$ cat src/rtl/snitch_ro_cache_ar_router.sv
// AR steering for the read-only cache: rule decode, per-ID ordering tracker,
// outstanding-transaction bound and flush drain interlock.

module snitch_ro_cache_ar_router_trk #(
  parameter int unsigned CntW = 3,
  parameter int unsigned PW   = 2,
  parameter int unsigned DecW = 2
)(
  input  logic            clk_i,
  input  logic            rst_ni,
  input  logic            inc_i,
  input  logic [DecW-1:0] dec_i,
  input  logic [PW-1:0]   port_i,
  output logic [CntW-1:0] cnt_o,
  output logic [PW-1:0]   port_o,
  output logic            err_o
);
  localparam int unsigned SW = CntW + DecW + 1;

  logic [CntW-1:0] r_cnt;
  logic [PW-1:0]   r_port;
  logic [SW-1:0]   w_sum, w_dec, w_nxt;
  logic            w_err;

  // Underflow is a protocol error; the count clamps at zero.
  always_comb begin
    w_sum = SW'(r_cnt) + SW'(inc_i);
    w_dec = SW'(dec_i);
    w_err = w_sum < w_dec;
    w_nxt = w_err ? '0 : w_sum - w_dec;
  end

  always_ff @(posedge clk_i or negedge rst_ni) begin
    if (!rst_ni) begin
      r_cnt  <= '0;
      r_port <= '0;
    end else begin
      r_cnt <= CntW'(w_nxt);
      if (inc_i) r_port <= port_i;
    end
  end

  assign cnt_o  = r_cnt;
  assign port_o = r_port;
  assign err_o  = w_err;
endmodule

module snitch_ro_cache_ar_router #(
  parameter int unsigned AxiAddrWidth = 32,
  parameter int unsigned AxiIdWidth   = 2,
  parameter int unsigned AxiDataWidth = 64,
  parameter int unsigned NrPorts      = 3,
  parameter int unsigned NrAddrRules  = 2,
  parameter int unsigned MaxTrans     = 4,
  localparam int unsigned PW          = $clog2(NrPorts),
  localparam int unsigned IW          = AxiIdWidth,
  localparam int unsigned AW          = AxiAddrWidth
)(
  input  logic                      clk_i,
  input  logic                      rst_ni,
  input  logic                      enable_i,
  input  logic [NrAddrRules*AW-1:0] start_addr_i,
  input  logic [NrAddrRules*AW-1:0] end_addr_i,
  input  logic [NrAddrRules*PW-1:0] rule_port_i,
  input  logic                      ar_valid_i,
  output logic                      ar_ready_o,
  input  logic [AW-1:0]             ar_addr_i,
  input  logic [IW-1:0]             ar_id_i,
  input  logic [7:0]                ar_len_i,
  input  logic [2:0]                ar_size_i,
  input  logic [1:0]                ar_burst_i,
  input  logic                      ar_lock_i,
  output logic [NrPorts-1:0]        mst_ar_valid_o,
  input  logic [NrPorts-1:0]        mst_ar_ready_i,
  output logic [PW-1:0]             ar_sel_o,
  input  logic [NrPorts-1:0]        done_valid_i,
  input  logic [NrPorts*IW-1:0]     done_id_i,
  input  logic                      flush_valid_i,
  output logic                      flush_ready_o,
  output logic                      cache_flush_valid_o,
  input  logic                      cache_flush_ready_i
);
  localparam int unsigned NumIds   = 2**AxiIdWidth;
  localparam int unsigned CntW     = $clog2(MaxTrans+1);
  localparam int unsigned DecW     = $clog2(NrPorts+1);
  localparam int unsigned FullSize = $clog2(AxiDataWidth/8);

  typedef enum logic [1:0] {IDLE, DRAIN, FLUSH, ACK} state_e;

  state_e                        r_state;
  logic                          r_cache_flush_valid, r_flush_ready;
  logic                          r_waiting, r_presented;
  logic [PW-1:0]                 r_sel;

  logic                          w_hit, w_force;
  logic [PW-1:0]                 w_rule_port, w_dec_sel, w_sel;
  logic [NumIds-1:0][CntW-1:0]   w_cnt;
  logic [NumIds-1:0][PW-1:0]     w_port;
  logic [NumIds-1:0][DecW-1:0]   w_dec;
  logic [NumIds-1:0]             w_err;
  logic [CntW-1:0]               w_cur_cnt;
  logic [PW-1:0]                 w_cur_port;
  logic                          w_stall, w_mst_valid, w_hs, w_drained;

  // First matching rule wins; anything the caches cannot serve goes to bypass.
  always_comb begin
    w_hit       = 1'b0;
    w_rule_port = '0;
    for (int r = 0; r < NrAddrRules; r++) begin
      if (!w_hit && ar_addr_i >= start_addr_i[r*AW +: AW] &&
          ar_addr_i < end_addr_i[r*AW +: AW]) begin
        w_hit       = 1'b1;
        w_rule_port = rule_port_i[r*PW +: PW];
      end
    end
    w_force = !enable_i || ar_lock_i || (ar_burst_i == 2'b10) ||
              (ar_len_i != 8'd0 && ar_size_i < 3'(FullSize)) || !w_hit ||
              ({1'b0, w_rule_port} >= (PW+1)'(NrPorts));
    w_dec_sel = w_force ? '0 : w_rule_port;
  end

  assign w_sel      = r_waiting ? r_sel : w_dec_sel;
  assign w_cur_cnt  = w_cnt[ar_id_i];
  assign w_cur_port = w_port[ar_id_i];

  // An AR already shown downstream is never withdrawn.
  assign w_stall = !r_presented &&
                   ((w_cur_cnt != '0 && w_cur_port != w_sel) ||
                    (w_cur_cnt == CntW'(MaxTrans)) ||
                    (r_state != IDLE && w_sel != '0));

  assign w_mst_valid    = ar_valid_i && !w_stall;
  assign w_hs           = w_mst_valid && mst_ar_ready_i[w_sel];
  assign mst_ar_valid_o = w_mst_valid ? (NrPorts'(1) << w_sel) : '0;
  assign ar_ready_o     = w_hs;
  assign ar_sel_o       = w_sel;

  always_comb begin
    w_dec = '0;
    for (int i = 0; i < NumIds; i++)
      for (int p = 0; p < NrPorts; p++)
        if (done_valid_i[p] && done_id_i[p*IW +: IW] == IW'(i))
          w_dec[i] = w_dec[i] + DecW'(1);
  end

  for (genvar g = 0; g < NumIds; g++) begin : g_trk
    snitch_ro_cache_ar_router_trk #(.CntW(CntW), .PW(PW), .DecW(DecW)) u_trk (
      .clk_i  (clk_i),
      .rst_ni (rst_ni),
      .inc_i  (w_hs && ar_id_i == IW'(g)),
      .dec_i  (w_dec[g]),
      .port_i (w_sel),
      .cnt_o  (w_cnt[g]),
      .port_o (w_port[g]),
      .err_o  (w_err[g])
    );
  end

  always_comb begin
    w_drained = 1'b1;
    for (int i = 0; i < NumIds; i++)
      if (w_port[i] != '0 && w_cnt[i] != '0) w_drained = 1'b0;
  end

  always_ff @(posedge clk_i or negedge rst_ni) begin
    if (!rst_ni) begin
      r_waiting   <= 1'b0;
      r_presented <= 1'b0;
      r_sel       <= '0;
    end else begin
      r_waiting   <= ar_valid_i && !w_hs;
      r_presented <= w_mst_valid && !w_hs;
      r_sel       <= w_sel;
    end
  end

  // A cache AR accepted in the drain cycle (held-over presentation) must
  // still be waited for before the flush goes out.
  always_ff @(posedge clk_i or negedge rst_ni) begin
    if (!rst_ni) begin
      r_state             <= IDLE;
      r_cache_flush_valid <= 1'b0;
      r_flush_ready       <= 1'b0;
    end else begin
      case (r_state)
        IDLE:  if (flush_valid_i) r_state <= DRAIN;
        DRAIN: if (w_drained && !(w_hs && w_sel != '0)) begin
          r_state             <= FLUSH;
          r_cache_flush_valid <= 1'b1;
        end
        FLUSH: if (cache_flush_ready_i) begin
          r_state             <= ACK;
          r_cache_flush_valid <= 1'b0;
          r_flush_ready       <= 1'b1;
        end
        default: begin
          r_state       <= IDLE;
          r_flush_ready <= 1'b0;
        end
      endcase
    end
  end

  assign cache_flush_valid_o = r_cache_flush_valid;
  assign flush_ready_o       = r_flush_ready;

  a_no_underflow: assert property (@(posedge clk_i) disable iff (!rst_ni) w_err == '0);
endmodule
$ cat config.mk
export PLATFORM = sky130hd
export DESIGN_NAME = snitch_ro_cache_ar_router
export DESIGN_NICKNAME = d
export VERILOG_FILES = /design/src/rtl/snitch_ro_cache_ar_router.sv
export SDC_FILE = /design/constraint.sdc
export NUM_CORES = 1
export LEC_CHECK = 0
export BUFFER_PORTS_ARGS = -buffer_cell sky130_fd_sc_hd__clkbuf_2
export CORE_ASPECT_RATIO = 0.9
export CORE_UTILIZATION = 56
export CTS_CLUSTER_SIZE = 16
export DETAILED_ROUTE_END_ITERATION = 6
export GPL_ROUTABILITY_DRIVEN = 0
export PLACE_DENSITY = 0.89
export SKIP_LAST_GASP = 1
export SLEW_MARGIN = 20
export SYNTH_ARGS = -nofsm -noshare
export SYNTH_HDL_FRONTEND = slang
export SYNTH_SLANG_ARGS = --single-unit
$ cat constraint.sdc
create_clock -name clk_i -period 6.2 [get_ports clk_i]
set_clock_uncertainty 0.2 [all_clocks]
set_input_delay 0.31 -clock clk_i [delete_from_list [all_inputs] [get_ports clk_i]]
set_output_delay 0.31 -clock clk_i [all_outputs]
set_load 0.01 [all_outputs]
==> impl_metrics.ini <==
[setup_path]
end_kind = flop
critPathMaxFanout = 13
ff2ff_path_depth = 16
critical_path_arrival_ps = 5030
timing.rr.end = g_trk[1].u_trk.cnt_o[2]
worstPathRequired_ps = 6170
crit_path_start_kind = input port
cp-endpoint = g_trk[2].u_trk.cnt_o[2]
reg2reg_from = g_trk[2].u_trk.cnt_o[1]
crit_start = ar_addr_i[13]
critPathKind = input port to flop
rrSetupSlack_ps = 2060

[cts]
cts_sinks = 28
clk_pin_slew_ps = 100
cts_hold_buf = 1
cts_made_buffers = 3
h-tree-depth = 1
cts_tree = done
post_cts_buffers = 0
clkLatencyLatePin_ps = 280
cts_root_buf = clkbuf_8
ctsResizeCount = 0
cts_buffer_depth = 2

[synthesis]
ys.flop_type = dfrtp_1
ys_types = 76
synth_async_sr_flop_share = 1.000
synthCells = 702
yosysWarnings = 0
synth_edf_count = 0
yosys_register_bits = 28
synth_area_per_cell_um2 = 8.049
synth_nets = 1053
yosysSeqAreaShare = 0.1240
syn_area_um2 = 5650

[timing]
period_needed_ps = 5067
setup_viol = 0
worst_pin_slew_ps = 700.6
fmax_mhz = 197.4
max-slew-margin-rel = 0.5329
fin_ws_ps = 1133
finalHoldViolCount = 0
drv_slew = 0
timing.hold.ws_ps = 74.19
rsz0062_at_grt = no
fin_crit_sh = 0.8172
setup_tns_ps = 0

[cells_and_area]
final_nets = 1261
final_area_um2 = 6897
syn2layout_area_growth_pct = 22.05
multi_input_area_um2 = 4338
final_common_cell = clkbuf_2
n_antenna_cell = 0
regArea_um2 = 700.7
n_fill_cell = 802
drive_gt1_frac = 0.2662
final_cell_mix = 205 x clkbuf_2, 156 x inv_1, 149 x ha_1
fin_util = 0.7079
instances_no_fill = 1035

[place]
place_area_um2 = 6815
post-place-ws_ps = 879.9
hpwl_um = 12950
port_buffers = 205
dpl.cell_count = 1030

[power_and_ir_drop]
power.leakage_nw = 4.046
powerDensity_nw_per_um2 = 143.1
power_mw = 0.9871
vdd_ir_drop_max_v = 0.0001008

[hold_path]
hold_path.class = input port to flop

[detailed_routing]
vias = 5596
vias_per_cell = 5.407
drtIter0Drc = 352
drtPass1Iterations = 5
wl_per_cell_um = 14.23
route.detailed.drc = 0
routed_wl_um = 14730
drtAntennaViolNets = 0

[grt]
track_usage = 0.2879
antenna_found_initial = 0
first_global_vias = 5373
grt_overflow = 0
grt_pass1_wl_um = 24290
grt_max_degree = 29

[die]
die_w_um = 107.9
core-area_um2 = 9742
die_area_um2 = 10500
row_count = 34
fp.dieH_um = 97.30
io_pins = 206
start_util = 0.5800

[run]
cap_violations = 0

[status]
outcome = completed
Yosys cell counts (all sizes together), types with 2 or more instances:
| library cell | instances | area (µm²) |
|---|---|---|
| a221o | 2 | 20.02 |
| nor3b | 5 | 53.80 |
| nand4 | 18 | 112.6 |
| and3 | 5 | 31.28 |
| or2 | 2 | 12.51 |
| o21ai | 42 | 214.0 |
| fa | 4 | 80.08 |
| a211oi | 7 | 75.07 |
| nand2b | 9 | 56.30 |
| a21o | 4 | 30.03 |
| nor3 | 8 | 40.04 |
| mux4 | 3 | 67.56 |
| nand3b | 5 | 37.54 |
| a41oi | 2 | 17.52 |
| buf | 3 | 22.52 |
| inv | 156 | 585.6 |
| mux2 | 10 | 120.1 |
| o211ai | 3 | 36.28 |
| a31oi | 2 | 12.51 |
| a21oi | 56 | 295.3 |
| o311ai | 2 | 25.03 |
| and4 | 8 | 70.07 |
| ha | 149 | 1864 |
| mux2i | 4 | 43.79 |
| o21a | 5 | 37.54 |
| dfrtp | 28 | 700.7 |
| xnor2 | 5 | 43.79 |
| nor2b | 9 | 56.30 |
| o2111ai | 3 | 32.53 |
| nor2 | 38 | 150.1 |
| nand3 | 11 | 55.05 |
| nor4b | 3 | 56.31 |
| a2111oi | 5 | 93.84 |
| o32ai | 4 | 35.03 |
| nor4 | 5 | 46.29 |
| nand2 | 56 | 210.2 |
| o21bai | 2 | 15.01 |
layer usage:
layer,GRT usage,share of wire,up-vias
met5,0,0,-
met4,0.1001,0.033,0
met3,0.02213,0.052,42
met2,0.4734,0.44,209
met1,0.3944,0.48,2473
li1,-,-,2872
logic make-up (layout without fill, tap and decap cells):
group / after synthesis / after routing / synth area share
muxes: 17 / 17 / 0.04097
xor gates and xnor gates: 6 / 6 / 0.009300
adders and majority gates: 153 / 153 / 0.3441
buffers and inverters: 160 / 367 / 0.1083
AOI/OAI and AO/OA: 149 / 149 / 0.1853
DFF: 28 / 28 / 0.1240
and+or+nand+nor: 189 / 189 / 0.1880
critical path, stage by stage:
cell	delay, ps
clkbuf_2	130
ha_1	330
nand4_1	160
a211oi_1	340
a2111oi_2	100
o21ai_2	110
a2111oi_4	110
a2111oi_4	490
mux2i_2	410
a41o_4	380
mux2_4	330
a21oi_4	330
nor4b_4	110
ha_1	240
ha_1	280
inv_1	50
fa_1	470
nand4_1	110
o21ai_0	80
nand2_1	70
o21ai_0	80
cell type report:
type	count	area share
Timing Repair Buffer	207	0.1513
Sequential cell	28	0.1016
Inverter	156	0.08491
Clock inverter	1	0.004354
Tap cell	126	0.02286
Clock buffer	3	0.005987
Multi-Input combinational cell	514	0.6290
flip-flops by register name (all words and copies together) (netlist names):
register and count:
g_trk.u_trk.port_o 8, g_trk.u_trk.cnt_o 12, r_waiting 1, r_sel 2
flush_ready_o 1, cache_flush_valid_o 1, r_state 2, r_presented 1
power breakdown:
part           switching, mW  total [mW]  internal (mW)
combinational          0.303       0.559          0.256
clock                 0.0597       0.146         0.0866
sequential            0.0521       0.282          0.230
total                  0.415       0.987          0.572
worst min-delay path by stage:
stage | cells past startpoint | from | slack, ps | to
floorplan | 0 | rst_ni | -190 | cache_flush_valid_o
global placement | 1 | rst_ni | 190 | flush_ready_o
detailed placement | 1 | rst_ni | 200 | cache_flush_valid_o
CTS | 2 | ar_valid_i | 70 | r_waiting
global route | 2 | ar_valid_i | 80 | r_waiting
finish | 2 | ar_valid_i | 70 | r_waiting
(Power assumes the default switching activity.)
